===== src/rtl/core_sequencer.sv =====
// core_sequencer: program counter, ALU flag registers with zero-flag history,
// branch-condition evaluation and the run/stall/done handshake of the core.
// Optional performance counters are compiled in when CORE_SEQ_PERF_EN is defined.
module core_sequencer #(
    parameter int D      = 12,
    parameter int HIST   = 2,
    parameter int END_PC = 400,
    parameter int RELW   = 8
) (
    input  logic            clk,
    input  logic            reset,
    input  logic            start,
    input  logic            stall,
    input  logic            halt,
    input  logic            branch,
    input  logic [1:0]      cond,
    input  logic            rel_en,
    input  logic [D-1:0]    target,
    input  logic [RELW-1:0] offset,
    input  logic            flag_we,
    input  logic            zero_in,
    input  logic            neg_in,
    input  logic            carry_in,
    output logic [D-1:0]    prog_ctr,
    output logic            busy,
    output logic            done,
    output logic            taken,
    output logic            carry_q
`ifdef CORE_SEQ_PERF_EN
    ,
    output logic [31:0]     cycle_cnt,
    output logic [15:0]     branch_cnt
`endif
);

    typedef enum logic [1:0] {
        IDLE  = 2'd0,
        RUN   = 2'd1,
        STALL = 2'd2,
        DONE  = 2'd3
    } state_t;

    state_t          state_q;
    logic [D-1:0]    pc_q;
    logic            busy_q;
    logic            done_q;
    logic            neg_q;
    logic [HIST-1:0] zhist_q;

    logic            condMet;
    logic [D-1:0]    pcStep_d;
    logic [HIST-1:0] zhistShift_d;

    assign prog_ctr = pc_q;
    assign busy     = busy_q;
    assign done     = done_q;

    // Branch decision and the PC/zero-history values a RUN cycle would load;
    // flags come only from already-registered state, never this cycle's ALU.
    always_comb begin
        condMet      = 1'b0;
        pcStep_d     = pc_q + D'(1);
        zhistShift_d = zhist_q;
        case (cond)
            2'b00:   condMet = &zhist_q;
            2'b01:   condMet = neg_q;
            2'b10:   condMet = !neg_q && !zhist_q[0];
            default: condMet = 1'b1;
        endcase
        taken = branch && (state_q == RUN) && !stall && condMet;
        if (taken && !rel_en) begin
            pcStep_d = target;
        end else if (taken) begin
            pcStep_d = pc_q + D'($signed(offset));
        end
        for (int i = HIST - 1; i > 0; i--) begin
            zhistShift_d[i] = zhist_q[i-1];
        end
        zhistShift_d[0] = zero_in;
    end

    // Sequencer FSM with registered PC, flags and handshake outputs; a start
    // pulse restarts from PC 0 in every state and clears the zero history.
    always_ff @(posedge clk or negedge reset) begin
        if (!reset) begin
            state_q <= IDLE;
            pc_q    <= '0;
            busy_q  <= 1'b0;
            done_q  <= 1'b0;
            carry_q <= 1'b0;
            neg_q   <= 1'b0;
            zhist_q <= '0;
        end else if (start) begin
            state_q <= RUN;
            pc_q    <= '0;
            busy_q  <= 1'b1;
            done_q  <= 1'b0;
            zhist_q <= '0;
        end else begin
            case (state_q)
                RUN: begin
                    if (stall) begin
                        state_q <= STALL;
                    end else begin
                        if (flag_we) begin
                            zhist_q <= zhistShift_d;
                            neg_q   <= neg_in;
                            carry_q <= carry_in;
                        end
                        if (halt || (pc_q == D'(END_PC))) begin
                            state_q <= DONE;
                            busy_q  <= 1'b0;
                            done_q  <= 1'b1;
                        end else begin
                            pc_q <= pcStep_d;
                        end
                    end
                end
                STALL: begin
                    if (!stall) begin
                        state_q <= RUN;
                    end
                end
                default: begin
                end
            endcase
        end
    end

`ifdef CORE_SEQ_PERF_EN
    // Saturating activity counters; they stop moving once the program is done.
    always_ff @(posedge clk or negedge reset) begin
        if (!reset) begin
            cycle_cnt  <= '0;
            branch_cnt <= '0;
        end else if (start) begin
            cycle_cnt  <= '0;
            branch_cnt <= '0;
        end else begin
            if (((state_q == RUN) || (state_q == STALL)) && (cycle_cnt != '1)) begin
                cycle_cnt <= cycle_cnt + 32'd1;
            end
            if (taken && (branch_cnt != '1)) begin
                branch_cnt <= branch_cnt + 16'd1;
            end
        end
    end
`endif

endmodule


===== config.mk =====
export PLATFORM = sky130hd
export DESIGN_NAME = core_sequencer
export DESIGN_NICKNAME = d
export VERILOG_FILES = /design/src/rtl/core_sequencer.sv
export SDC_FILE = /design/constraint.sdc
export NUM_CORES = 1
export LEC_CHECK = 0
export CAP_MARGIN = 10
export CORE_ASPECT_RATIO = 2
export CORE_MARGIN = 2
export CORE_UTILIZATION = 50
export DETAILED_ROUTE_END_ITERATION = 10
export HOLD_SLACK_MARGIN = 0.06
export PLACE_DENSITY_LB_ADDON = 0.05
export SETUP_SLACK_MARGIN = 0.02
export SKIP_CTS_REPAIR_TIMING = 1
export SYNTH_ARGS = -nofsm -noshare
export SYNTH_HDL_FRONTEND = slang
export SYNTH_SLANG_ARGS = --single-unit
export TNS_END_PERCENT = 50

===== constraint.sdc =====
create_clock -name clk -period 6.99 [get_ports clk]
set_input_delay 1.7475 -clock clk [delete_from_list [all_inputs] [get_ports clk]]
set_output_delay 1.7475 -clock clk [all_outputs]
set_load 0.005 [all_outputs]

Word-level counts from Yosys, hierarchy flattened
Cells that the tools add are included.
{"block": "totals", "ff_bits": 20, "inputBits": 33, "out_inout_bits": 16, "elab_cells": 65}
{"block": "classes", "add_sub_neg": 2, "eq_ne": 9, "muxes": 24, "bitwise": 2, "reduce_logical": 21}
{"cell": "$mux 12", "n": 6}
{"cell": "$mux 2", "n": 8}
{"cell": "$add 12x1->12 const B", "n": 1}
{"cell": "$add 12x12->12", "n": 1}
{"cell": "$eq 12x9->1 const B", "n": 1}
{"cell": "$reduce_and 3->1", "n": 4}
{"cell": "$mux 1", "n": 8}
{"cell": "$reduce_bool 2->1", "n": 3}
{"cell": "$logic_and 1x1->1", "n": 5}
{"cell": "$eq 2x1->1 const B", "n": 2}
{"cell": "$eq 2x2->1 const B", "n": 2}
{"cell": "$logic_not 1->1", "n": 4}
{"cell": "$ne 2x2->1 const B", "n": 2}
{"cell": "$ne 4x3->1 const B", "n": 1}
{"cell": "$pmux 2 s2", "n": 1}
{"cell": "$reduce_and 4->1", "n": 1}
{"cell": "$ne 3x3->1 const B", "n": 1}
{"cell": "$pmux 1 s3", "n": 1}
{"cell": "$reduce_bool 3->1", "n": 1}
{"cell": "$logic_not 2->1", "n": 1}
{"cell": "$not 1->1", "n": 2}
{"cell": "$reduce_and 2->1", "n": 1}
{"cell": "$logic_or 1x1->1", "n": 1}

Longest topological paths before layout
Gate-level depths: netlist of run 1.
{"block": "logic_depth", "ltp_word": 10, "ltp_mapped": 12, "ltp_nobuf": 12}

Worst setup path before layout of run 1
OpenSTA, ideal clock, no wires.
{"block": "synth_path", "kind": "input to output", "from": "in stall", "to": "out taken", "t_arrival_ns": 2.398, "t_required_ns": 5.242, "setup_slack_ns": 2.845, "cell_stages": 3, "path_buffers": 0, "cell_sequence": "nor3b_2 > nand2_2 > nor2_1"}
{"block": "synth_via", "elab_chain_cells": 3}
{"element": "from (decl)", "line_no": "13", "rtl": "input logic stall,"}
{"element": "$logic_not 1->1"}
{"element": "$logic_and 1x1->1 (2 in a row)", "line_no": "70", "rtl": "taken = branch && (state_q == RUN) && !stall && condMet;"}
{"element": "to (decl)", "line_no": "27", "rtl": "output logic taken,"}
Every way passes these cells.

Worst setup path after layout of run 1
Same ends and word-level chain as after synthesis.

==> results by group, run 1 <==
Place
  • I/O Buffers: 48
  • DP Worst Slack: 1.577 ns
  • GPL Wtd Cong: 0.8206
  • HPWL after DPL: 3.275 mm

Finish
  • Fin nets: ~270
  • Area Growth Syn to Fin: 35.94%
  • Share of post-route cells with drive strength above 1: 0.06306
  • N_diodes: 0
  • Multi-input logic area: about 970 um2
  • Filler cells: 261
  • Seq. cell area: between 500 and 600 um2

Global route
  • Vias in the first global route: 1,600
  • Total Routing Usage GR: 0.2598
  • Gr busiest metal: met2
  • First-pass GRT wire length: 6.941 mm
  • M3 GR Usage: 0.03736
  • Initial antenna violation count: 0
  • GR Util met2: 0.4985
  • GR Overflow Total: 0
  • Largest net degree at the start of global routing: 21
  • Met1 Usage GRT: 0.2597

Pwr
  • Total power: 0.2859 mW
  • Leak pwr: between 0.8 and 0.9 nW
  • Peak VDD IR: 0.1594 mV
  • PwrDens: 138.2 nW/um2

Critical path
  • CP Max Fanout: 7
  • CP Class: input pin to primary output
  • Critical Path AT: 3.63 ns
  • CP Launch Type: input pin
  • Critical Path RT: roughly 5.2 ns
  • Worst setup EP type: primary output

STA
  • Slew Viols, Final: 0
  • Setup violators final: 0
  • Post-route setup TNS: 0 ns
  • Fmax: 186.0 MHz
  • Final Critical Period: 5.375 ns
  • Final Hold Fails: 0
  • Relative slew slack: 0.2536
  • Final worst slack: 1.615 ns
  • Unrepaired setup endpoints after global routing: no
  • Skew final: 0.005210 ns
  • Post-route clock period utilization: 0.7690
  • Worst Max-Slew Pin Slew: 1.120 ns

CTS
  • Max clock buf depth: 2
  • # H-tree levels: 1
  • Clock sinks: 20
  • CTS tree: done
  • Num CTS Buffers: 3
  • Clk slew on worst S/H paths: approximately 0.07 ns
  • Worst skew pair latency: 0.27 ns
  • Root buffer cell: clkbuf_8

Synth
  • Number of enable flip-flop cells after synthesis: 0
  • Post-synth net total: 220
  • Post-synthesis compound-gate area fraction: 0.2007
  • Synth warn: 0
  • Mapped cell area: 1521 um2
  • Synth Area in Simple Gates: 0.2566
  • Adder-cell share of the synthesized area: 0.1102
  • Syn_area_per_cell: approximately 8.7 um2
  • Top_reg_cell synth: dfrtp_1
  • Post-Synth XOR/XNOR Area: 0.03454
  • Post-synthesis mux area share: 0.03454
  • Sequential share of the synthesized area: 0.3289
  • Synth Register Bits: 20
  • Syn Inst Count: 175
  • Netlist cell types: 52
  • FFs w/ async S/R, synth: 1.000
  • Largest family of logic cells by synthesized area: simple AND/OR/NAND/NOR gates

Flow run
  • Maxcap violations: 0

Floorplanning
  • I/O pin count: a little under 50
  • Die Width: 43.01 um
  • Rows: 28
  • Core area: 2943 um2
  • DIE AREA: 3527 um2
  • Die Ht: 82.01 um
  • Initial core utilization: 0.5170

Routing
  • Routed Antenna Nets: 0
  • Via/cell ratio: 6.012
  • Avg WL per Cell: 16.28 um
  • DR pass1 iterations: 4
  • DR vias: ~1,500
  • Remaining DRCs: 0
  • Iter 0 DRT Violations: 20
  • Final wirelength: between 4 and 5 mm

Status
  • Status: finished, final reports clean

Hold path
  • Worst hold-check path type: flop to flop
## power by group
part | total, mW | switching (mW) | internal (mW)
Sequential | 0.128 | 0.00570 | 0.122
Clock | 0.0904 | 0.0401 | 0.0503
Combinational | 0.0674 | 0.0298 | 0.0376
Total | 0.286 | 0.0756 | 0.210
## Yosys cell counts, drive strengths merged, types with 2 or more instances
cell / instances / share of area
a22oi: 4 / 0.020
dfrtp: 20 / 0.33
buf: 4 / 0.015
xor2: 4 / 0.023
nand3b: 3 / 0.015
nor3b: 2 / 0.016
a21oi: 13 / 0.045
nor4: 2 / 0.0082
mux2: 2 / 0.015
nand2b: 2 / 0.0082
o21bai: 2 / 0.0099
xnor2: 2 / 0.012
nand2: 18 / 0.046
o21ai: 15 / 0.052
nand3: 4 / 0.013
mux2i: 3 / 0.020
ha: 11 / 0.090
nor2: 20 / 0.049
or2: 2 / 0.0082
and2: 6 / 0.025
nor2b: 2 / 0.0082
a221o: 2 / 0.013
nor3: 4 / 0.021
inv: 7 / 0.017
## state kept, by name, summed over array words and instances (netlist names)
name	count
state_q	2
done	1
neg_q	1
busy	1
prog_ctr	12
carry_q	1
zhist_q	2
## area by class of cell
cell class,count,area share
tap,30,0.01815
timing repair buffer,48,0.2323
sequential,20,0.2420
multi-input combinational,143,0.4682
clock buffer,4,0.02662
inverter,7,0.01270
## final timing paths
| path | startpoint | end | slack [ns] | cells after the start |
|---|---|---|---|---|
| setup / recovery | stall | taken | 1.61 | 5 |
| hold / removal | done | done | 0.51 | 2 |
| setup reg to reg | state_q[1] | prog_ctr[7] | 3.76 | 12 |
| hold reg to reg | done | done | 0.51 | 2 |
| max in group asynchronous | reset | state_q[0] | 4.41 | 1 |
| min in group asynchronous | reset | prog_ctr[4] | 2.01 | 1 |
## stage by stage
stage | area [um2] | utilization | instances | hold WS [ns]
floorplan | 1521 | - | 175 | 0.4888
global placement | 2013 | 0.6841 | 248 | 0.4792
detailed placement | 2013 | 0.6841 | 248 | 0.4996
CTS | 2068 | 0.7028 | 252 | 0.5142
global route | 2068 | 0.7028 | 252 | 0.5374
finish | 2068 | 0.7028 | 252 | 0.5075
## routing by layer
metal  vias to the layer above  share of wire
met2                        47           0.57
met5                         -              0
met3                        16          0.041
met1                       724           0.36
met4                         0          0.031
li1                        728              -
## logic make-up after synthesis
logic type | Yosys count
simple gates | 72
compound gates | 47
flops | 20
fa+ha+maj | 13
buf+inv | 12
xor+xnor | 6
mux | 5
## layout by cell type, fill, tap and decap left out, types with 2 or more instances in the layout
cell             synthesis  final
clkdlybuf4s50_1          0     48
nor2_1                  20     20
dfrtp_1                 20     20
nand2_1                 17     17
a21oi_1                 12     12
ha_1                    11     11
inv_1                    7      7
o21ai_0                  7      7
o21ai_1                  7      7
and2_1                   6      6
nand3_1                  4      4
a22oi_1                  4      4
xor2_1                   4      4
clkbuf_8                 0      4
nand3b_1                 3      3
mux2i_1                  3      3
nor3_1                   3      3
o21bai_1                 2      2
nor3b_2                  2      2
nor4_1                   2      2
nor2b_1                  2      2
a221o_1                  2      2
nand2b_1                 2      2
xnor2_1                  2      2
mux2_2                   2      2
## critical path, stage by stage
cell and delay, ns:
clkdlybuf4s50_1 0.45, nor3b_2 0.33, nand2_2 0.15, nor2_1 0.36, clkdlybuf4s50_1 0.58
Power figures use the tool's default switching activity.
==> run 2, diff against run 1 <==
--- a/config.mk
+++ b/config.mk
@@ -8,7 +8,7 @@
 export CAP_MARGIN = 10
 export CORE_ASPECT_RATIO = 2
 export CORE_MARGIN = 2
-export CORE_UTILIZATION = 50
+export CORE_UTILIZATION = 46
 export DETAILED_ROUTE_END_ITERATION = 10
 export HOLD_SLACK_MARGIN = 0.06
 export PLACE_DENSITY_LB_ADDON = 0.05
==> constraint.sdc (replaced) <==
create_clock -name clk -period 5 [get_ports clk]
set_input_delay 1.25 -clock clk [delete_from_list [all_inputs] [get_ports clk]]
set_output_delay 1.25 -clock clk [all_outputs]
set_load 0.005 [all_outputs]
==> run 2 against run 1 <==
Against the previous run:
- global-route usage decreased by 2.6 points
- clock power grew 39%
- die area up 8.1%
- worst hold slack improved by 0.0045 ns
- flip-flop and latch count stayed put
- final area about the same
- clock-buffer cell count did not move
- utilization is 4.7 points lower
- routed wire length is 2.5% higher
- sequential power rose by 40%
- via count rose by 1.1%
- largest cell class unchanged
- largest power group unchanged
==> results by group, run 2 (synthesized netlist as in run 1, its figures left out) <==
Floorplanning
  • Core area: 3157 um2 (was 2943 um2)
  • Die Ht: 85.33 um (was 82.01 um)
  • Die Width: 44.67 um (was 43.01 um)
  • I/O pin count: 49 (unchanged)
  • DIE AREA: 3811 um2 (was 3527 um2)
  • Initial core utilization: 0.4820 (was 0.5170)
  • Rows: 29 (was 28)

STA
  • Slew Viols, Final: 0 (unchanged)
  • Unrepaired setup endpoints after global routing: no (unchanged)
  • Post-route clock period utilization: 0.8691
  • Setup violators final: 0 (unchanged)
  • Fmax: 230.1 MHz
  • Worst Max-Slew Pin Slew: 1.112 ns (was 1.120 ns)
  • Final Hold Fails: 0 (unchanged)
  • Final Critical Period: ~4.3 ns
  • Relative slew slack: 0.2585 (was 0.2536)
  • Post-route setup TNS: 0 ns (unchanged)
  • Skew final: 0.003730 ns (was 0.005210 ns)

Global route
  • Met1 Usage GRT: 0.2446 (was 0.2597)
  • First-pass GRT wire length: 6.720 mm (was 6.941 mm)
  • Vias in the first global route: 1,539 (was 1,600)
  • GR Overflow Total: 0 (unchanged)
  • Initial antenna violation count: 0 (unchanged)
  • M3 GR Usage: 0.02340 (was 0.03736)
  • Total Routing Usage GR: 0.2336 (was 0.2598)
  • Gr busiest metal: met2 (unchanged)
  • Largest net degree at the start of global routing: 21 (unchanged)
  • GR Util met2: 0.4532 (was 0.4985)

Place
  • HPWL after DPL: 3.311 mm (was 3.275 mm)
  • Post-place instance area: 2014 um2 (was 2013 um2)
  • GPL Wtd Cong: 0.8184 (was 0.8206)
  • I/O Buffers: 48 (unchanged)

Critical path
  • Worst setup EP type: primary output (unchanged)
  • Crit-path slowest cell: clkdlybuf4s50_1 (unchanged)
  • Cell mode on critical path: clkdlybuf4s50_1 (unchanged)
  • Critical Path RT: 3.75 ns (was 5.24 ns)
  • Critical Path AT: 3.10 ns (was 3.63 ns)
  • CP Max Fanout: 7 (unchanged)
  • Cell family with most CP delay: buffers and inverters (unchanged)
  • CP Launch Type: input pin (unchanged)
  • CP bufs+invs: 2 (unchanged)
  • CP Class: input pin to primary output (unchanged)
  • Slowest stage delay, CP: 0.58 ns (about the same)
  • Critical path cell sequence: clkdlybuf4s50_1, nor3b_2, nand2_2, nor2_1, clkdlybuf4s50_1 (unchanged)

Flow run
  • Maxcap violations: 0 (unchanged)

Pwr
  • Peak VDD IR: 0.2009 mV (was 0.1594 mV)
  • PwrDens: 193.2 nW/um2 (was 138.2 nW/um2)
  • Leak pwr: 0.8601 nW (unchanged)

CTS
  • Clock sinks: 20 (unchanged)
  • Root buffer cell: clkbuf_8 (unchanged)
  • Num CTS Buffers: 3 (unchanged)
  • Max clock buf depth: 2 (unchanged)
  • Clk slew on worst S/H paths: 0.08 ns (was 0.07 ns)
  • Worst skew pair latency: 0.26 ns (was 0.27 ns)
  • # H-tree levels: 1 (unchanged)
  • CTS tree: done (unchanged)

Finish
  • N_diodes: 0 (unchanged)
  • Multi-input logic area: 968.4 um2 (unchanged)
  • Share of post-route cells with drive strength above 1: 0.06306 (unchanged)
  • Most common cell after layout, fill and taps aside: clkdlybuf4s50_1 (unchanged)
  • Fin nets: 268 (unchanged)
  • Max FFs per register: 12 (unchanged)
  • Filler cells: 285 (was 261)
  • Commonest non-fill, non-tap cells in the layout: clkdlybuf4s50_1 (48), nor2_1 (20), dfrtp_1 (20) (unchanged)
  • Area Growth Syn to Fin: 36.02% (was 35.94%)
  • Fin area: 2069 um2 (was 2068 um2)
  • Seq. cell area: 500.5 um2 (unchanged)

Routing
  • Final wirelength: 4.203 mm (was 4.102 mm)
  • Via/cell ratio: 6.051 (was 6.012)
  • Iter 0 DRT Violations: 33 (was 20)
  • Routed Antenna Nets: 0 (unchanged)
  • DR pass1 iterations: 4 (unchanged)
  • DR vias: 1,531 (was 1,515)
  • Remaining DRCs: 0 (unchanged)
  • Avg WL per Cell: 16.61 um (was 16.28 um)

Status
  • Status: finished, final reports clean (unchanged)

Hold path
  • Worst hold-check path type: flop to flop (unchanged)
-- run 2: cell counts in the layout (fill, tap and decap cells not counted) --
No cell type changed its count.
-- run 2: power breakdown --
| group | internal, mW | switching (mW) |
|---|---|---|
| Sequential | 0.171 | 0.00766 |
| Combinational | 0.0528 | 0.0420 |
| Clock | 0.0701 | 0.0563 |
| Total | 0.294 | 0.106 |
-- run 2: layer usage --
metal,wire (um),share of wire
met5,0,0
met4,66,0.016
met3,148,0.035
met2,2440,0.58
met1,1547,0.37
-- run 2: path summary, 6_finish.rpt --
kind,startpoint,end,slack (ns),cells after the start
worst min register to register,carry_q,carry_q,0.51,1
min in group asynchronous,reset,prog_ctr[4],1.52,1
max in group asynchronous,reset,neg_q,2.89,1
worst max register to register,state_q[1],prog_ctr[7],1.87,12
worst max-delay path,stall,taken,0.65,5
worst min-delay path,carry_q,carry_q,0.51,1
-- run 2: per-stage QoR --
stage	std cells	hold slack, ns	util	worst slack [ns]	power, mW
3_5_place_dp	249	0.4991	0.6381	0.6474	0.2770
6_report	253	0.5120	0.6556	0.6547	0.3998
3_3_place_gp	249	0.4785	0.6381	0.6846	0.2742
4_1_cts	253	0.5168	0.6556	0.6448	0.4030
5_1_grt	253	0.5412	0.6556	0.5014	0.4193
2_1_floorplan	175	0.4888	-	1.467	0.2251
-- run 2: layout make-up --
type,count,area share
Tap cell,31,0.01874
Multi-Input combinational cell,143,0.4680
Clock buffer,4,0.02660
Sequential cell,20,0.2418
Timing Repair Buffer,48,0.2322
Inverter,7,0.01270
==> run 3, diff against run 2 <==
--- a/config.mk
+++ b/config.mk
@@ -5,6 +5,7 @@
 export SDC_FILE = /design/constraint.sdc
 export NUM_CORES = 1
 export LEC_CHECK = 0
+export ABC_AREA = 0
 export CAP_MARGIN = 10
 export CORE_ASPECT_RATIO = 2
 export CORE_MARGIN = 2
@@ -12,6 +13,7 @@
 export DETAILED_ROUTE_END_ITERATION = 10
 export HOLD_SLACK_MARGIN = 0.06
 export PLACE_DENSITY_LB_ADDON = 0.05
+export RECOVER_POWER = 50
 export SETUP_SLACK_MARGIN = 0.02
 export SKIP_CTS_REPAIR_TIMING = 1
 export SYNTH_ARGS = -nofsm -noshare
==> run 3 against run 2 <==
Against the previous run:
- global-route usage unchanged
- final area unchanged
- non-clock buffer count unchanged
- critical path depth unchanged
- clock power about the same
- largest cell class unchanged
==> results by group, run 3 (synthesized netlist as in run 1, its figures left out) <==
STA
  • Worst Max-Slew Pin Slew: 1.112 ns (about the same)
  • Relative slew slack: 0.2588 (was 0.2585)
  • Final Critical Period: 4.472 ns (was 4.345 ns)
  • Unrepaired setup endpoints after global routing: no (unchanged)
  • Skew final: 0.003729 ns (was 0.003730 ns)
  • Post-route clock period utilization: 0.8944 (was 0.8691)
  • Fmax: 223.6 MHz (was 230.1 MHz)
  • Final Hold Fails: 0 (unchanged)
  • Final worst slack: 0.5280 ns (was 0.6547 ns)
  • Post-route setup TNS: 0 ns (unchanged)
  • Setup violators final: 0 (unchanged)
  • Slew Viols, Final: 0 (unchanged)

Finish
  • Multi-input logic area: 968.4 um2 (unchanged)
  • Area Growth Syn to Fin: 36.02% (unchanged)
  • Fin nets: 268 (unchanged)
  • Seq. cell area: 500.5 um2 (unchanged)
  • Filler cells: 285 (unchanged)
  • Max FFs per register: 12 (unchanged)
  • Share of post-route cells with drive strength above 1: 0.06306 (unchanged)
  • Commonest non-fill, non-tap cells in the layout: clkdlybuf4s50_1 (43), nor2_1 (20), dfrtp_1 (20) (was clkdlybuf4s50_1 (48), nor2_1 (20), dfrtp_1 (20))
  • Non-filler cells, final: 253 (unchanged)
  • Fin util: 0.6556 (unchanged)
  • Most common cell after layout, fill and taps aside: clkdlybuf4s50_1 (unchanged)
  • N_diodes: 0 (unchanged)

CTS
  • # H-tree levels: 1 (unchanged)
  • Max clock buf depth: 2 (unchanged)
  • CTS tree: done (unchanged)
  • Worst skew pair latency: 0.26 ns (about the same)
  • Clock sinks: 20 (unchanged)
  • Root buffer cell: clkbuf_8 (unchanged)
  • Clk slew on worst S/H paths: 0.08 ns (about the same)
  • Num CTS Buffers: 3 (unchanged)

Place
  • GPL Wtd Cong: 0.8184 (unchanged)
  • HPWL after DPL: 3.311 mm (unchanged)
  • DP Worst Slack: 0.6474 ns (unchanged)
  • I/O Buffers: 48 (unchanged)
  • Placed cell count: 249 (unchanged)

Routing
  • Remaining DRCs: 0 (unchanged)
  • DR pass1 iterations: 4 (unchanged)
  • DR vias: 1,530 (was 1,531)
  • Final wirelength: 4.200 mm (was 4.203 mm)
  • Routed Antenna Nets: 0 (unchanged)
  • Avg WL per Cell: 16.60 um (was 16.61 um)
  • Via/cell ratio: 6.047 (was 6.051)
  • Iter 0 DRT Violations: 33 (unchanged)

Status
  • Status: finished, final reports clean (unchanged)

Pwr
  • Peak VDD IR: 0.2003 mV (was 0.2009 mV)
  • Total power: 0.3980 mW (was 0.3998 mW)
  • PwrDens: 192.3 nW/um2 (was 193.2 nW/um2)
  • Leak pwr: 0.8593 nW (was 0.8601 nW)

Floorplanning
  • Die Ht: 85.33 um (unchanged)
  • I/O pin count: 49 (unchanged)
  • Die Width: 44.67 um (unchanged)
  • Initial core utilization: 0.4820 (unchanged)
  • Core area: 3157 um2 (unchanged)
  • DIE AREA: 3811 um2 (unchanged)
  • Rows: 29 (unchanged)

Critical path
  • CP Class: input pin to primary output (unchanged)
  • Critical Path RT: 3.75 ns (about the same)
  • Worst setup EP type: primary output (unchanged)
  • Critical Path AT: 3.22 ns (was 3.10 ns)
  • CP Max Fanout: 7 (unchanged)
  • CP Launch Type: input pin (unchanged)
  • Worst reg-to-reg setup slack: 1.86 ns (was 1.87 ns)

Global route
  • Initial antenna violation count: 0 (unchanged)
  • Vias in the first global route: 1,539 (unchanged)
  • Total Routing Usage GR: 0.2336 (unchanged)
  • First-pass GRT wire length: 6.720 mm (unchanged)
  • GR Overflow Total: 0 (unchanged)
  • Largest net degree at the start of global routing: 21 (unchanged)

Flow run
  • Maxcap violations: 0 (unchanged)

Hold path
  • Worst hold-check path type: flop to flop (unchanged)
run 3: cell types whose count changed in the layout (fill, tap and decap cells not counted):
cell,change
clkdlybuf4s50_1,-5
dlygate4sd3_1,+5
run 3: worst max-delay path: stages:
cell             delay (ns)
dlygate4sd3_1          0.58
nor3b_2                0.33
nand2_2                0.16
nor2_1                 0.33
clkdlybuf4s50_1        0.58
run 3: layout make-up:
| cell class | count | area share |
|---|---|---|
| inverter | 7 | 0.01270 |
| clock buffer | 4 | 0.02660 |
| sequential | 20 | 0.2418 |
| multi-input combinational | 143 | 0.4680 |
| tap | 31 | 0.01874 |
| timing repair buffer | 48 | 0.2322 |
run 3: where the power goes:
group,switching (mW),total [mW],internal [mW]
sequential,0.00753,0.178,0.171
clock,0.0563,0.126,0.0701
combinational,0.0420,0.0932,0.0512
run 3: final timing paths:
kind	startpoint	to	cells past startpoint
setup / recovery	stall	taken	5
hold / removal	carry_q	carry_q	1
setup reg to reg	state_q[1]	prog_ctr[7]	12
hold reg to reg	carry_q	carry_q	1
max in group asynchronous	reset	neg_q	1
min in group asynchronous	reset	prog_ctr[4]	1
run 3: per-layer routing:
metal / GRT usage / up-vias / wire, um
li1: - / 729 / -
met1: 0.2446 / 746 / 1546
met2: 0.4532 / 44 / 2439
met3: 0.02340 / 11 / 148
met4: 0.06612 / 0 / 66
met5: 0 / - / 0
run 3: per-stage QoR:
stage / cell area (um2) / hold slack [ns]
2_1_floorplan: 1521 / 0.4888
3_3_place_gp: 2014 / 0.4785
3_5_place_dp: 2014 / 0.4991
4_1_cts: 2069 / 0.5168
5_1_grt: 2069 / 0.5358
6_report: 2069 / 0.5067
==> variant: new RTL, flow settings as in run 3 <==
The parameter `RELW` goes from 8 to 12.
--- a/src/rtl/core_sequencer.sv
+++ b/src/rtl/core_sequencer.sv
@@ -5,7 +5,7 @@
     parameter int D      = 12,
     parameter int HIST   = 2,
     parameter int END_PC = 400,
-    parameter int RELW   = 8
+    parameter int RELW   = 12
 ) (
     input  logic            clk,
     input  logic            reset,
Interface: changed (resized offset); port bits go from 49 to 53. The function was not compared with the original's and may differ.
==> variant against run 3 <==
Critical path depth increased by 8; critical path type is now primary input to register; final area increased by 4.2%; wire length increased by 4.8%; synthesized cell count increased by 6.9%; worst setup slack improved by 0.041 ns; area after synthesis increased by 3.3%; sequential cell count unchanged; power decreased by 3.2%.
==> variant: results (changes against run 3) <==
metric,value,unit,change
crit_arrival,4.61,ns,was 3.22 ns
p_sw,0.104,mW,was 0.106 mW
grt_max_degree,21,,unchanged
reg2reg_slack,1.56,ns,was 1.86 ns
synth_warnings,0,,unchanged
fill_cells,293,,was 285
clkLatencyLatePin,0.26,ns,about the same
cts_root_buffer,clkbuf_8,,unchanged
clock_path_buffers,2,,unchanged
p_leak,0.905,nW,was 0.859 nW
clkTransAtPathRegs,0.08,ns,about the same
synth_cell_type_count,43,,was 52
drt-initial-drc-count,60,,was 33
drive_above_1_share,4.64,%,was 6.31%
relSlewSlack,34.9,%,was 25.9%
ys_seq_area_share,31.8,%,was 32.9%
wire_per_inst,16.4,um,was 16.6 um
antenna_found_initial,0,,unchanged
grt_usage,24.5,%,was 23.4%
ir_drop,130,uV,was 200 uV
n_antenna_cell,0,,unchanged
cts_max_level,1,,unchanged
place.gp.congestion,0.870,,was 0.818
cts_buffers,3,,unchanged
status,finished clean,,unchanged
maxCapViolCount,0,,unchanged
vias,1625,,was 1530
dr.pass1.iters,4,,unchanged
yosys-top-cells-count,"20 x dfrtp_1, 19 x o21ai_0, 15 x nand2_1, 13 x a21oi_1, 13 x nor2_1",,"was 20 x dfrtp_1, 20 x nor2_1, 17 x nand2_1, 12 x a21oi_1, 11 x ha_1"
crit_fanout,13,,was 7
clock_skew,0.00370,ns,was 0.00373 ns
final.hold.worst_slack,0.487,ns,was 0.507 ns
ys_top_cells_by_area,"dfrtp_1 32%, ha_1 8.8%, o21ai_0 6.1%",,"was dfrtp_1 33%, ha_1 9.0%, nor2_1 4.9%"
syn_nets,236,,was 220
largest_reg_flops,12,,unchanged
async_reset_ff_share,100,%,unchanged
dp_hpwl,3400,um,was 3310 um
hp-class,register to register,,unchanged
grt_pass1_vias,1656,,was 1539
grt_pass1_wl,7150,um,was 6720 um
fin_nets,288,,was 268
port_buffers,52,,was 48
[variant: worst paths after layout]
kind                             from      endpoint  cells after the start
max                             stall  prog_ctr[11]                     13
min                              busy          busy                      1
max reg2reg                zhist_q[0]  prog_ctr[11]                     12
min reg2reg                      busy          busy                      1
max in group asynchronous       reset   prog_ctr[1]                      1
min in group asynchronous       reset    state_q[0]                      1
[variant: power by group through the flow]
stage | clock (mW) | sequential (mW) | combinational, mW
after floorplan | 0 | 0.181 | 0.0435
after CTS | 0.111 | 0.178 | 0.100
after global placement | 0 | 0.181 | 0.0970
final | 0.110 | 0.178 | 0.0974
after detailed placement | 0 | 0.181 | 0.0996
after global routing | 0.116 | 0.180 | 0.108
[variant: area by class of cell]
cell class | instances | area (um^2) | area share, %
clock buffer | 3 | 41.3 | 1.92
inverter | 9 | 33.8 | 1.57
multi-input combinational | 151 | 1010 | 46.8
sequential | 20 | 500 | 23.2
tap | 32 | 40.0 | 1.86
timing repair buffer | 54 | 532 | 24.7
[variant: stage by stage]
step	utilization [%]	worst slack, ns	instances	area (um^2)
final	64.5	0.569	269	2160
after global routing	64.5	0.304	269	2160
after CTS	64.6	0.556	269	2160
after detailed placement	63.4	0.282	266	2120
after global placement	63.4	0.411	266	2120
after floorplan	-	0.951	187	1570
[variant: per-layer routing]
| metal | vias up | GRT usage, % | share of wire [%] | routed length (um) |
|---|---|---|---|---|
| li1 | 789 | - | - | - |
| met1 | 767 | 26.1 | 38 | 1680 |
| met2 | 56 | 45.6 | 56 | 2450 |
| met3 | 13 | 2.08 | 3.8 | 166 |
| met4 | 0 | 10.4 | 2.5 | 108 |
| met5 | - | 0 | 0 | 0 |
[variant: critical path, cell delays in order]
cell	delay (ns)
dlygate4sd3_1	0.57
inv_1	0.08
and3_1	0.20
nand3_1	0.13
inv_1	0.34
and2_1	0.19
ha_1	0.23
o21ai_1	0.11
o21a_1	0.19
or4_1	0.53
a221oi_2	0.31
mux2_1	0.35
nor3_1	0.12
[variant: kinds of logic (layout without fill, tap and decap cells)]
| kind of cell | Yosys count | after routing | share of synthesized area [%] |
|---|---|---|---|
| buffers and inverters | 16 | 66 | 3.98 |
| xor gates and xnor gates | 5 | 5 | 2.79 |
| AOI/OAI and AO/OA | 63 | 63 | 26.2 |
| muxes | 4 | 4 | 2.79 |
| and+or+nand+nor | 66 | 66 | 21.7 |
| adders and majority gates | 13 | 13 | 10.7 |
| DFF | 20 | 20 | 31.8 |
